[config.mk]
export PLATFORM = sky130hd
export DESIGN_NAME = hazard_sched_flat
export DESIGN_NICKNAME = d
export VERILOG_FILES = /design/src/rtl/hazard_sched_if.sv /design/src/rtl/hazard_sched.sv /design/src/flat_wrapper.sv
export SDC_FILE = /design/constraint.sdc
export NUM_CORES = 1
export LEC_CHECK = 0
export CAP_MARGIN = 25
export CORE_UTILIZATION = 44
export CTS_BUF_LIST = sky130_fd_sc_hd__clkbuf_8
export DETAILED_ROUTE_END_ITERATION = 6
export GPL_TIMING_DRIVEN = 0
export PLACE_DENSITY = 0.85
export SLEW_MARGIN = 30
export SYNTH_ARGS = -nofsm -noshare
export SYNTH_HDL_FRONTEND = slang
export SYNTH_SLANG_ARGS = --single-unit
[constraint.sdc]
create_clock -name clk -period 2.6 [get_ports clk]
set_input_delay 0.65 -clock clk [delete_from_list [all_inputs] [get_ports clk]]
set_output_delay 0.65 -clock clk [all_outputs]
set_load 0.005 [all_outputs]
[src/rtl/hazard_sched_if.sv]
// hazard_sched_if: signal bundle between the pipeline and the hazard scheduler.
//   master : pipeline side, drives hazard inputs and observes control
//   slave  : scheduler side, observes hazard inputs and drives control
// Inputs : id_rs1/id_rs2/id_uses_rs1/id_uses_rs2 (ID operands),
//          ex_rd/ex_mem_read/ex_redirect (EX result), mem_req/mem_ready (MEM)
// Outputs: pc_write, if_id_write, if_id_flush, id_ex_flush, pipe_hold,
//          mem_timeout_err, state_o
interface hazard_sched_if #(
  parameter int REG_ADDR_W = 5
);
  logic [REG_ADDR_W-1:0] id_rs1;
  logic [REG_ADDR_W-1:0] id_rs2;
  logic                  id_uses_rs1;
  logic                  id_uses_rs2;
  logic [REG_ADDR_W-1:0] ex_rd;
  logic                  ex_mem_read;
  logic                  ex_redirect;
  logic                  mem_req;
  logic                  mem_ready;
  logic                  pc_write;
  logic                  if_id_write;
  logic                  if_id_flush;
  logic                  id_ex_flush;
  logic                  pipe_hold;
  logic                  mem_timeout_err;
  logic [1:0]            state_o;

  modport master (
    output id_rs1, id_rs2, id_uses_rs1, id_uses_rs2, ex_rd, ex_mem_read,
           ex_redirect, mem_req, mem_ready,
    input  pc_write, if_id_write, if_id_flush, id_ex_flush, pipe_hold,
           mem_timeout_err, state_o
  );

  modport slave (
    input  id_rs1, id_rs2, id_uses_rs1, id_uses_rs2, ex_rd, ex_mem_read,
           ex_redirect, mem_req, mem_ready,
    output pc_write, if_id_write, if_id_flush, id_ex_flush, pipe_hold,
           mem_timeout_err, state_o
  );
endinterface

[src/rtl/hazard_sched.sv]
// hazard_sched: stall/flush scheduler for the 5-stage core.
// Decides per cycle whether PC and pipeline registers advance, hold or flush,
// from load-use at ID/EX, EX redirects and the MEM ready handshake. An FSM
// tracks multi-cycle memory waits, redirects deferred across a wait, and a
// memory timeout (sticky error, cleared only by reset).
// Ports:
//   clk, reset    : core clock, synchronous active-high reset
//   hz (slave)    : hazard inputs / pipeline control outputs, see hazard_sched_if
//   stall_cycles, flush_cycles : perf counters, present only when
//                   HAZARD_PERF_CNT_EN is defined
module hazard_sched #(
  parameter int REG_ADDR_W  = 5,
  parameter int MEM_TIMEOUT = 16,
  parameter int TO_CNT_W    = 5
) (
  input  logic        clk,
  input  logic        reset,
  hazard_sched_if.slave hz
`ifdef HAZARD_PERF_CNT_EN
  ,
  output logic [31:0] stall_cycles,
  output logic [31:0] flush_cycles
`endif
);

  typedef enum logic [1:0] {
    S_RUN   = 2'd0,
    S_WAIT  = 2'd1,
    S_REDIR = 2'd2,
    S_ERR   = 2'd3
  } state_t;

  localparam logic [TO_CNT_W-1:0] TO_LAST = TO_CNT_W'(MEM_TIMEOUT - 1);

  state_t                state, state_n;
  logic                  pending, pending_n;
  logic [TO_CNT_W-1:0]   to_cnt, to_cnt_n;
  logic                  err, err_n;

  logic pc_write_c, if_id_write_c, if_id_flush_c, id_ex_flush_c, pipe_hold_c;
  logic load_use, mem_stall;

  // rd==0 is never a real producer, so it never stalls
  assign load_use = hz.ex_mem_read && (hz.ex_rd != {REG_ADDR_W{1'b0}}) &&
                    ((hz.id_uses_rs1 && hz.id_rs1 == hz.ex_rd) ||
                     (hz.id_uses_rs2 && hz.id_rs2 == hz.ex_rd));
  assign mem_stall = hz.mem_req && !hz.mem_ready;

  always_ff @(posedge clk) begin
    if (reset) begin
      state   <= S_RUN;
      pending <= 1'b0;
      to_cnt  <= '0;
      err     <= 1'b0;
    end else begin
      state   <= state_n;
      pending <= pending_n;
      to_cnt  <= to_cnt_n;
      err     <= err_n;
    end
  end

  always_comb begin
    pc_write_c    = 1'b1;
    if_id_write_c = 1'b1;
    if_id_flush_c = 1'b0;
    id_ex_flush_c = 1'b0;
    pipe_hold_c   = 1'b0;
    state_n       = state;
    pending_n     = pending;
    to_cnt_n      = to_cnt;
    err_n         = err;
    case (state)
      S_RUN: begin
        if (mem_stall) begin
          pc_write_c    = 1'b0;
          if_id_write_c = 1'b0;
          pipe_hold_c   = 1'b1;
          pending_n     = hz.ex_redirect;
          state_n       = S_WAIT;
          to_cnt_n      = TO_CNT_W'(1);
        end else if (hz.ex_redirect) begin
          if_id_flush_c = 1'b1;
          id_ex_flush_c = 1'b1;
        end else if (load_use) begin
          pc_write_c    = 1'b0;
          if_id_write_c = 1'b0;
          id_ex_flush_c = 1'b1;
        end
      end
      S_WAIT: begin
        pc_write_c    = 1'b0;
        if_id_write_c = 1'b0;
        pipe_hold_c   = 1'b1;
        // EX is frozen during the wait, so a redirect seen here is the same one
        pending_n     = pending || hz.ex_redirect;
        if (hz.mem_ready) begin
          pipe_hold_c = 1'b0;
          state_n     = pending_n ? S_REDIR : S_RUN;
          to_cnt_n    = '0;
        end else if (to_cnt == TO_LAST) begin
          state_n = S_ERR;
          err_n   = 1'b1;
        end else begin
          to_cnt_n = to_cnt + TO_CNT_W'(1);
        end
      end
      S_REDIR: begin
        if_id_flush_c = 1'b1;
        id_ex_flush_c = 1'b1;
        pending_n     = 1'b0;
        state_n       = S_RUN;
        // a new memory stall starts here; the flush still goes out this cycle
        if (mem_stall) begin
          pc_write_c    = 1'b0;
          if_id_write_c = 1'b0;
          pipe_hold_c   = 1'b1;
          pending_n     = hz.ex_redirect;
          state_n       = S_WAIT;
          to_cnt_n      = TO_CNT_W'(1);
        end
      end
      default: begin
        pc_write_c    = 1'b0;
        if_id_write_c = 1'b0;
        pipe_hold_c   = 1'b1;
      end
    endcase
    if (reset) begin
      pc_write_c    = 1'b0;
      if_id_write_c = 1'b0;
      if_id_flush_c = 1'b1;
      id_ex_flush_c = 1'b1;
      pipe_hold_c   = 1'b0;
    end
  end

  assign hz.pc_write        = pc_write_c;
  assign hz.if_id_write     = if_id_write_c;
  assign hz.if_id_flush     = if_id_flush_c;
  assign hz.id_ex_flush     = id_ex_flush_c;
  assign hz.pipe_hold       = pipe_hold_c;
  assign hz.mem_timeout_err = err;
  assign hz.state_o         = state;

`ifdef HAZARD_PERF_CNT_EN
  always_ff @(posedge clk) begin
    if (reset) begin
      stall_cycles <= '0;
      flush_cycles <= '0;
    end else begin
      if (!pc_write_c)   stall_cycles <= stall_cycles + 32'd1;
      if (id_ex_flush_c) flush_cycles <= flush_cycles + 32'd1;
    end
  end
`endif

endmodule

[src/flat_wrapper.sv]
// flat-port wrapper written by rule: the top's interface ports become plain ports
module hazard_sched_flat 
#(
  parameter int REG_ADDR_W  = 5,
  parameter int MEM_TIMEOUT = 16,
  parameter int TO_CNT_W    = 5
)
  (clk, reset, hz_id_rs1, hz_id_rs2, hz_id_uses_rs1, hz_id_uses_rs2, hz_ex_rd, hz_ex_mem_read, hz_ex_redirect, hz_mem_req, hz_mem_ready, hz_pc_write, hz_if_id_write, hz_if_id_flush, hz_id_ex_flush, hz_pipe_hold, hz_mem_timeout_err, hz_state_o);
  hazard_sched_if #(.REG_ADDR_W(REG_ADDR_W)) hz_i ();
  input  logic clk;
  input  logic reset;
  input wire logic [$bits(hz_i.id_rs1)-1:0] hz_id_rs1;
  input wire logic [$bits(hz_i.id_rs2)-1:0] hz_id_rs2;
  input wire logic [$bits(hz_i.id_uses_rs1)-1:0] hz_id_uses_rs1;
  input wire logic [$bits(hz_i.id_uses_rs2)-1:0] hz_id_uses_rs2;
  input wire logic [$bits(hz_i.ex_rd)-1:0] hz_ex_rd;
  input wire logic [$bits(hz_i.ex_mem_read)-1:0] hz_ex_mem_read;
  input wire logic [$bits(hz_i.ex_redirect)-1:0] hz_ex_redirect;
  input wire logic [$bits(hz_i.mem_req)-1:0] hz_mem_req;
  input wire logic [$bits(hz_i.mem_ready)-1:0] hz_mem_ready;
  output wire logic [$bits(hz_i.pc_write)-1:0] hz_pc_write;
  output wire logic [$bits(hz_i.if_id_write)-1:0] hz_if_id_write;
  output wire logic [$bits(hz_i.if_id_flush)-1:0] hz_if_id_flush;
  output wire logic [$bits(hz_i.id_ex_flush)-1:0] hz_id_ex_flush;
  output wire logic [$bits(hz_i.pipe_hold)-1:0] hz_pipe_hold;
  output wire logic [$bits(hz_i.mem_timeout_err)-1:0] hz_mem_timeout_err;
  output wire logic [$bits(hz_i.state_o)-1:0] hz_state_o;
  assign hz_i.id_rs1 = hz_id_rs1;
  assign hz_i.id_rs2 = hz_id_rs2;
  assign hz_i.id_uses_rs1 = hz_id_uses_rs1;
  assign hz_i.id_uses_rs2 = hz_id_uses_rs2;
  assign hz_i.ex_rd = hz_ex_rd;
  assign hz_i.ex_mem_read = hz_ex_mem_read;
  assign hz_i.ex_redirect = hz_ex_redirect;
  assign hz_i.mem_req = hz_mem_req;
  assign hz_i.mem_ready = hz_mem_ready;
  assign hz_pc_write = hz_i.pc_write;
  assign hz_if_id_write = hz_i.if_id_write;
  assign hz_if_id_flush = hz_i.if_id_flush;
  assign hz_id_ex_flush = hz_i.id_ex_flush;
  assign hz_pipe_hold = hz_i.pipe_hold;
  assign hz_mem_timeout_err = hz_i.mem_timeout_err;
  assign hz_state_o = hz_i.state_o;
  hazard_sched #(.REG_ADDR_W(REG_ADDR_W), .MEM_TIMEOUT(MEM_TIMEOUT), .TO_CNT_W(TO_CNT_W)) u_core (.clk(clk), .reset(reset), .hz(hz_i));
endmodule
Yosys cells after proc, flatten, opt, wreduce, memory -nomap -nowiden:

Cells that the tools add are included.

* add/sub/neg operators: 1
* eq/ne operators: 9
* multiplexer cells: 32
* bitwise logic cells: 1
* reduce and logical (&&, ||, !) cells: 17

Operator list (number)
* $mux 1: 18
* $mux 5: 3
* $eq 5x5->1: 2
* $pmux 5 s2: 1
* $reduce_and 3->1: 3
* $mux 2: 4
* $pmux 1 s2: 4
* $pmux 2 s3: 1
* $add 5x1->5 const B: 1
* $eq 5x4->1 const B: 1
* $logic_and 1x1->1: 5
* $reduce_bool 5->1: 1
* $ne 2x1->1 const B: 2
* $ne 3x2->1 const B: 1
* $ne 3x3->1 const B: 1
* $pmux 1 s3: 1
* $reduce_bool 3->1: 1
* $eq 2x1->1 const B: 1
* $eq 2x2->1 const B: 1
* $logic_not 2->1: 1
* $logic_or 1x1->1: 2
* $reduce_and 2->1: 1
* $reduce_bool 2->1: 1
* $reduce_or 2->1: 1
* 2 further kinds: 2

* bits in registers: 9
* bits of input ports: 23
* output and inout port bits: 8
* logic and storage cells: 64

Logic depth before layout (Yosys ltp):

* depth in word-level cells: 9
* mapped depth: 7
* depth with buffers taken out: 7

Least setup slack after synthesis:

Ideal clock, no wire load.

* kind: input to output
* start point: input hz_ex_rd[3]
* end point: output hz_pc_write
* data arrival time: 1.647 ns
* data required time: 1.950 ns
* path slack: 0.303 ns
* stages on the path: 5
* buffers on the path: 1
* cells stage by stage: xor2_1 > nor4_1 > a32oi_1 > o31a_1 > buf_4

* word-level cells in the longest chain between the ends: 9
* elaborated cells between the ends (all ways): 13
* those cells by class: eq/ne (2); mux (5); reduce/logical (6)

Ends and longest elaborated chain
* start, declared: RTL line flat_wrapper.sv:16 `input wire logic [$bits(hz_i.ex_rd)-1:0] hz_ex_rd;`
* $eq 5x5->1, on equally long branches: RTL line hazard_sched.sv:45, hazard_sched.sv:46
* $logic_and 1x1->1, on equally long branches: RTL line hazard_sched.sv:45, hazard_sched.sv:46
* $logic_or 1x1->1: RTL line hazard_sched.sv:45 `((hz.id_uses_rs1 && hz.id_rs1 == hz.ex_rd) ||`
* $logic_and 1x1->1 (*): RTL line hazard_sched.sv:44 `assign load_use = hz.ex_mem_read && (hz.ex_rd != {REG_ADDR_W{1'b0}}) &&`
* $mux 1 (*) (3 in series)
* $pmux 1 s2 (*)
* $mux 1 (*)
* end, declared: RTL line flat_wrapper.sv:21 `output wire logic [$bits(hz_i.pc_write)-1:0] hz_pc_write;`

Mark *: on every way between the ends. The rest lies on a longest branch, timed or not.

Worst setup path after layout:

* start point: input reset
* end point: output hz_pipe_hold

* word-level cells in the longest chain between the ends: 1

Ends and longest elaborated chain
* start, declared: RTL line flat_wrapper.sv:11 `input logic reset;`
* $mux 1: RTL line hazard_sched.sv:129 `if (reset) begin`
* end, declared: RTL line flat_wrapper.sv:25 `output wire logic [$bits(hz_i.pipe_hold)-1:0] hz_pipe_hold;`

No other way between the ends.

==> summary.txt <==
Floorplan
  – Die area: 1953 µm²
  – Num ports: 31
  – Core outline area: 1577 µm²
  – Rows: 14
  – Die span in y: 44.19 µm
  – Initial Util: 0.4968
  – DIE WIDTH: 44.19 µm

Detailed routing
  – Avg Vias per Cell: 5.884
  – First-pass DRT Iterations: 4
  – Per-cell routed wire length: 15.66 µm
  – Iteration-0 DRC Markers: 13
  – Post-DRT Antenna Nets: 0
  – Drt total wl: 2286 µm
  – DR vias: 859
  – Residual DRC count: 0

Global routing
  – Vias in the first global route: 881
  – First-pass GRT wire length: 3815 µm
  – Total GRT Usage: 0.2618
  – Largest net degree at the start of global routing: 12
  – Antenna violations before repair: 0
  – Grt ovf: 0

Synth
  – Synth area leader: dfxtp_1
  – Mapped cell area: 783.3 µm²
  – Primary FF master, synth: dfxtp_1
  – Count of unique library cells instantiated by Yosys: 39
  – Yosys reg bits: 9
  – Share of flip-flops with an asynchronous set or reset: 0
  – Top-count cell post-synth: a21oi_1
  – Gate Count Post-Synth: 97
  – Commonest cells post-synth: a21oi_1 (11), dfxtp_1 (9), nor2_1 (8), o21ai_0 (8), xor2_1 (8)
  – Yosys Warn Count: 0
  – Area share of the leading cell type in the synthesized netlist: 0.2300
  – Number of synthesized flops with an enable pin: 0
  – Net count after synthesis: 126
  – Sequential area share after synthesis: 0.2300
  – Ranking of synthesized cells by area: dfxtp_1 (23%), ha_1 (9.6%), xor2_1 (8.9%)
  – Syn avg cell area: 8.075 µm²

Pwr
  – Part of the power in registers: 0.312
  – Combinational power share: 0.380
  – Internal: 348.9 µW
  – Peak supply drop: 430.7 µV
  – Pwr dens: 447.2 nW/µm²
  – Switching share of power: 0.3178
  – Psw: 162.5 µW
  – P_leak: 0.0004739 µW
  – Clock network power share: 0.308

Clock tree
  – Root buf cell: clkbuf_8
  – Number of H-tree levels: 1
  – Hold Buf Count CTS: 0
  – Clk Latency, worst-skew pair: 0.23 ns
  – Clk buf depth: 2
  – TritonCTS clock tree: done
  – Clock sink count: 9
  – Reg clk slew, reported paths: 0.04 ns
  – Total CTS buffers: 3

Worst setup path
  – Critical Path RT: 1.95 ns
  – Most Frequent Cell on Critical Path: clkdlybuf4s50_1
  – Flop-to-flop setup slack: 0.65 ns
  – Worst setup EP type: output pin
  – CP Max Fanout: 10
  – Critical Path, Cell by Cell: clkdlybuf4s50_1, buf_6, nor2_1, clkdlybuf4s50_1
  – Critical Setup Path Class: in -> out
  – CP peak stage delay: 0.51 ns
  – Worst R2R End: u_core.to_cnt[4]
  – CP top delay family: buffers and inverters
  – RR Startpoint: u_core.to_cnt[0]
  – Reg2reg path depth: 6
  – Crit path DAT: 1.90 ns
  – Buf+Inv Stages, Crit Path: 3
  – Startpoint Class: primary input
  – Slowest CP cell: clkdlybuf4s50_1

Placed design
  – Final GP Congestion: 0.7758
  – Port Buffer Count: 30
  – DP HPWL: 1664 µm
  – Inst Count DP: 143

Timing
  – Slew HR: 0.6994
  – Unrepaired setup endpoints after global routing: yes
  – Worst hold slack: 0.4680 ns
  – Fin crit period: 2.553 ns
  – Final period utilization: 0.9818
  – Worst slew pin tran: 0.4510 ns
  – Fin. max-slew vios: 0
  – Endpoints failing setup: 0
  – Clock skew: 0.0003323 ns
  – Max Clk Rate: 391.8 MHz
  – Final Hold Viols: 0

Finish
  – Reg area: 183.9 µm²
  – Antenna diodes: 0
  – Layout cell share with drive strength beyond 1: 0.2538
  – Final Util: 0.7254
  – # nets final: 160
  – # fillers: 123
  – Fin cells: 146
  – Layout area overhead: 46.01%
  – Multi-input gate area: 585.6 µm²

Min path
  – Worst Hold End: u_core.hz.mem_timeout_err
  – Hold Path Stages: 2
  – Hold WC Path Type: reg -> reg
  – Hold path start: u_core.hz.mem_timeout_err

Status
  – Outcome: complete, no violations

Flow run
  – MaxCap Viol Count: 0
==> logic make-up after synthesis <==
family	share of synthesized area
adder cells (fa/ha/maj)	0.09584
AND/OR/NAND/NOR	0.1981
AO/OA/AOI/OAI	0.2828
XOR/XNOR	0.1118
flip-flops	0.2300
buffers and inverters	0.06869
multiplexers	0.01278
==> metal layers <==
metal	routed length [µm]	share of wire	up-vias	GRT usage
met1	937	0.41	420	0.3102
li1	-	-	424	-
met2	1251	0.55	10	0.4588
met4	16	0.0070	0	0.06667
met3	81	0.035	5	0.07755
met5	0	0	-	0
==> layout by cell type (no fill, tap or decap), types with 5 or more instances in the layout <==
cell type,count
o21ai_0,6
buf_6,5
inv_1,7
clkdlybuf4s50_1,9
dfxtp_1,8
a21oi_1,11
xor2_1,6
clkbuf_2,5
buf_2,5
nor2_1,8
==> worst max-delay path by stage <==
stage | slack [ns] | depth (start not counted) | from | endpoint
3_5_place_dp | -0.73 | 7 | hz_ex_rd[0] | hz_pc_write
5_1_grt | -0.03 | 8 | hz_id_rs1[3] | hz_id_ex_flush
6_report | 0.05 | 4 | reset | hz_pipe_hold
2_1_floorplan | 0.30 | 5 | hz_ex_rd[3] | hz_pc_write
4_1_cts | -0.008 | 7 | hz_id_rs2[0] | hz_pc_write
3_3_place_gp | -0.71 | 6 | hz_ex_rd[0] | hz_pc_write
==> final cells by class <==
| cell class | count | area share |
|---|---|---|
| sequential | 9 | 0.1608 |
| buffer | 2 | 0.01969 |
| inverter | 6 | 0.01969 |
| tap | 16 | 0.01751 |
| clock buffer | 3 | 0.03610 |
| multi-input combinational | 77 | 0.5120 |
| timing repair buffer | 32 | 0.2309 |
| clock inverter | 1 | 0.003282 |
==> sequential cells by signal, summed over array words and instances (netlist names) <==
| register | cells |
|---|---|
| u_core.hz.state_o | 2 |
| u_core.hz.mem_timeout_err | 1 |
| u_core.to_cnt | 5 |
| u_core.pending | 1 |
==> worst register-to-register path, delay by kind of cell, from the launching register on <==
kind            cells  cell delay, ns
fa+ha+maj           2            0.46
flops               1            0.33
simple gates        2            0.67
compound gates      2            0.42
==> power groups by stage <==
stage | Clock [µW] | Sequential, µW | Combinational, µW
after global placement | 0 | 159 | 189
after global routing | 171 | 161 | 212
after floorplan | 0 | 158 | 106
after CTS | 163 | 158 | 184
after detailed placement | 0 | 160 | 193
final | 158 | 159 | 194
==> stage by stage <==
stage          setup TNS, ns  power, µW  worst slack (ns)  instance area [µm²]
2_1_floorplan              0      264.0            0.3025                783.3
3_3_place_gp          -2.279      348.2           -0.7086                 1104
3_5_place_dp          -2.347      353.6           -0.7346                 1104
4_1_cts            -0.008174      505.9         -0.008174                 1136
5_1_grt             -0.03400      543.8          -0.03400                 1144
6_report                   0      511.4           0.04737                 1144
==> repair_timing <==
item                                    CTS  global route
endpoints found under the setup margin    5             4
gates cloned                              0             0
pin swaps                                 7            10
setup buffers                             2             0
resized for setup                        52            28
No activity file was read; power rests on OpenSTA's default activity.
==> variant, RTL diff (same settings) <==
`REG_ADDR_W` is set to 5 in 3 places; all go to 6.
--- a/src/rtl/hazard_sched_if.sv
+++ b/src/rtl/hazard_sched_if.sv
@@ -8,3 +8,3 @@
 interface hazard_sched_if #(
-  parameter int REG_ADDR_W = 5
+  parameter int REG_ADDR_W = 6
 );
--- a/src/rtl/hazard_sched.sv
+++ b/src/rtl/hazard_sched.sv
@@ -11,3 +11,3 @@
 module hazard_sched #(
-  parameter int REG_ADDR_W  = 5,
+  parameter int REG_ADDR_W  = 6,
   parameter int MEM_TIMEOUT = 16,
--- a/src/flat_wrapper.sv
+++ b/src/flat_wrapper.sv
@@ -3,3 +3,3 @@
 #(
-  parameter int REG_ADDR_W  = 5,
+  parameter int REG_ADDR_W  = 6,
   parameter int MEM_TIMEOUT = 16,
Ports: changed (resized hz_ex_rd, hz_id_rs1 and hz_id_rs2); port bits go from 31 to 34. The function was not compared with the original's and may differ.
==> variant against the original RTL <==
- synthesized cell count rose by 6.2%
- non-clock buffer count rose by 3
- first-iteration DRC count rose by 85%
- wire length fell by 1.9%
- power rose by 0.18%
- global-route usage fell by 3.4 points
- sequential cell count did not move
- cell area rose by 4.8%
- synthesized area rose by 3.0%
- clock skew rose by 0.0080 ns
- sequential share of layout area fell by 0.84 points
- worst setup slack improved by 0.0050 ns
==> variant: results (changes against the original RTL) <==
outcome=finished clean; Compound-Gate Fraction of Synth Area=24.2% (-4.1 points); mux cell area share after synthesis=1.24% (-0.038 points); first-pass GRT wire length=3390 µm (-11%); worst hold stages=2 (unchanged); Internal=0.351 mW (+0.61%); post-DP HPWL=1670 µm (+0.46%); vias per inst=5.59 (-4.9%); met3 wire len=208 µm (+160%); Slew @ Worst Pin=0.405 ns (-0.0458 ns); Seq/Total Area, Yosys=22.3% (-0.68 points); post_cts resized=30 (-42%); met3 usage=7.60% (-0.16 points); GRT Util Overall=22.8% (-3.4 points); worst hold path class=flop to flop; Worst-Skew Late Latency=0.24 ns; Iteration-0 DRC Markers=24 (+11); Peak supply drop=0.000396 V (-8.1%); met2 GRT Util=37.9% (-7.9 points); Reg2Reg Setup Slack=0.59 ns (-0.06 ns); share of cells above drive strength 1=14.3% (-11 points); Clock Skews=0.00829 ns (+0.00795 ns); Distinct cells, synth=37 (-5.1%); Post-Route WL=2240 µm (-1.9%); Min Hold Slack=0.470 ns (+0.00243 ns); grt met1 use=29.1% (-1.9 points); final net count=173 (+8.1%); Static Leakage=0.495 nW (+4.5%); vias in the first global route=798 (-9.4%); XOR/XNOR Fraction of Synth Area=13.0% (+1.8 points); crit path from=hz_id_uses_rs2; Root Driver=clkbuf_8; maximum net fanout on the critical path=2 (-8); Post-Synth Adder-Cell Area=9.30% (-0.28 points); fillcell total=164 (+33%); input/output buffers=33 (+10%); M1 WL=981 µm (+4.7%); pre-CTS WS=-0.573 ns (+0.162 ns); met2 WL=1040 µm (-17%); Net Count, Synth=135 (+7.1%); most instantiated cells after synthesis=12 x xnor2_1, 9 x a21oi_1, 9 x dfxtp_1; Comb pwr share=37.6% (-0.4 points); top cells by area, synth=dfxtp_1 22%, xnor2_1 13%, ha_1 9.3%
[variant: changes by cell type after synthesis, sizes merged, moves of 2 or more]
cell   unedited run  this run
nand4             3         6
a21oi            11         9
o21ai             8         6
xor2              8         0
xnor2             2        12
nand3             1         5
nand2             0         4
[variant: metrics by stage]
stage,std cells,total power [mW],instance area (µm²),util (%)
detailed placement,161,0.364,1170,67.7
floorplan,103,0.270,807,-
global placement,161,0.360,1170,67.7
CTS,165,0.511,1210,70.0
finish,165,0.512,1200,69.4
global route,165,0.540,1200,69.4
[variant: cell type report]
type                    count  share of cell area, %
plain buffers               2                   1.36
clock buffers               3                   3.44
clock inverters             1                  0.313
inverters                   7                   2.19
multi-input cells          83                   49.5
flip-flops and latches      9                   15.2
well taps                  25                   2.61
repair buffers             35                   25.4
[variant: worst max-delay path, cell delays in order]
cell             delay [ns]
clkdlybuf4s50_1        0.45
nand4_1                0.13
o22ai_2                0.21
a41oi_2                0.16
dlygate4sd2_1          0.29
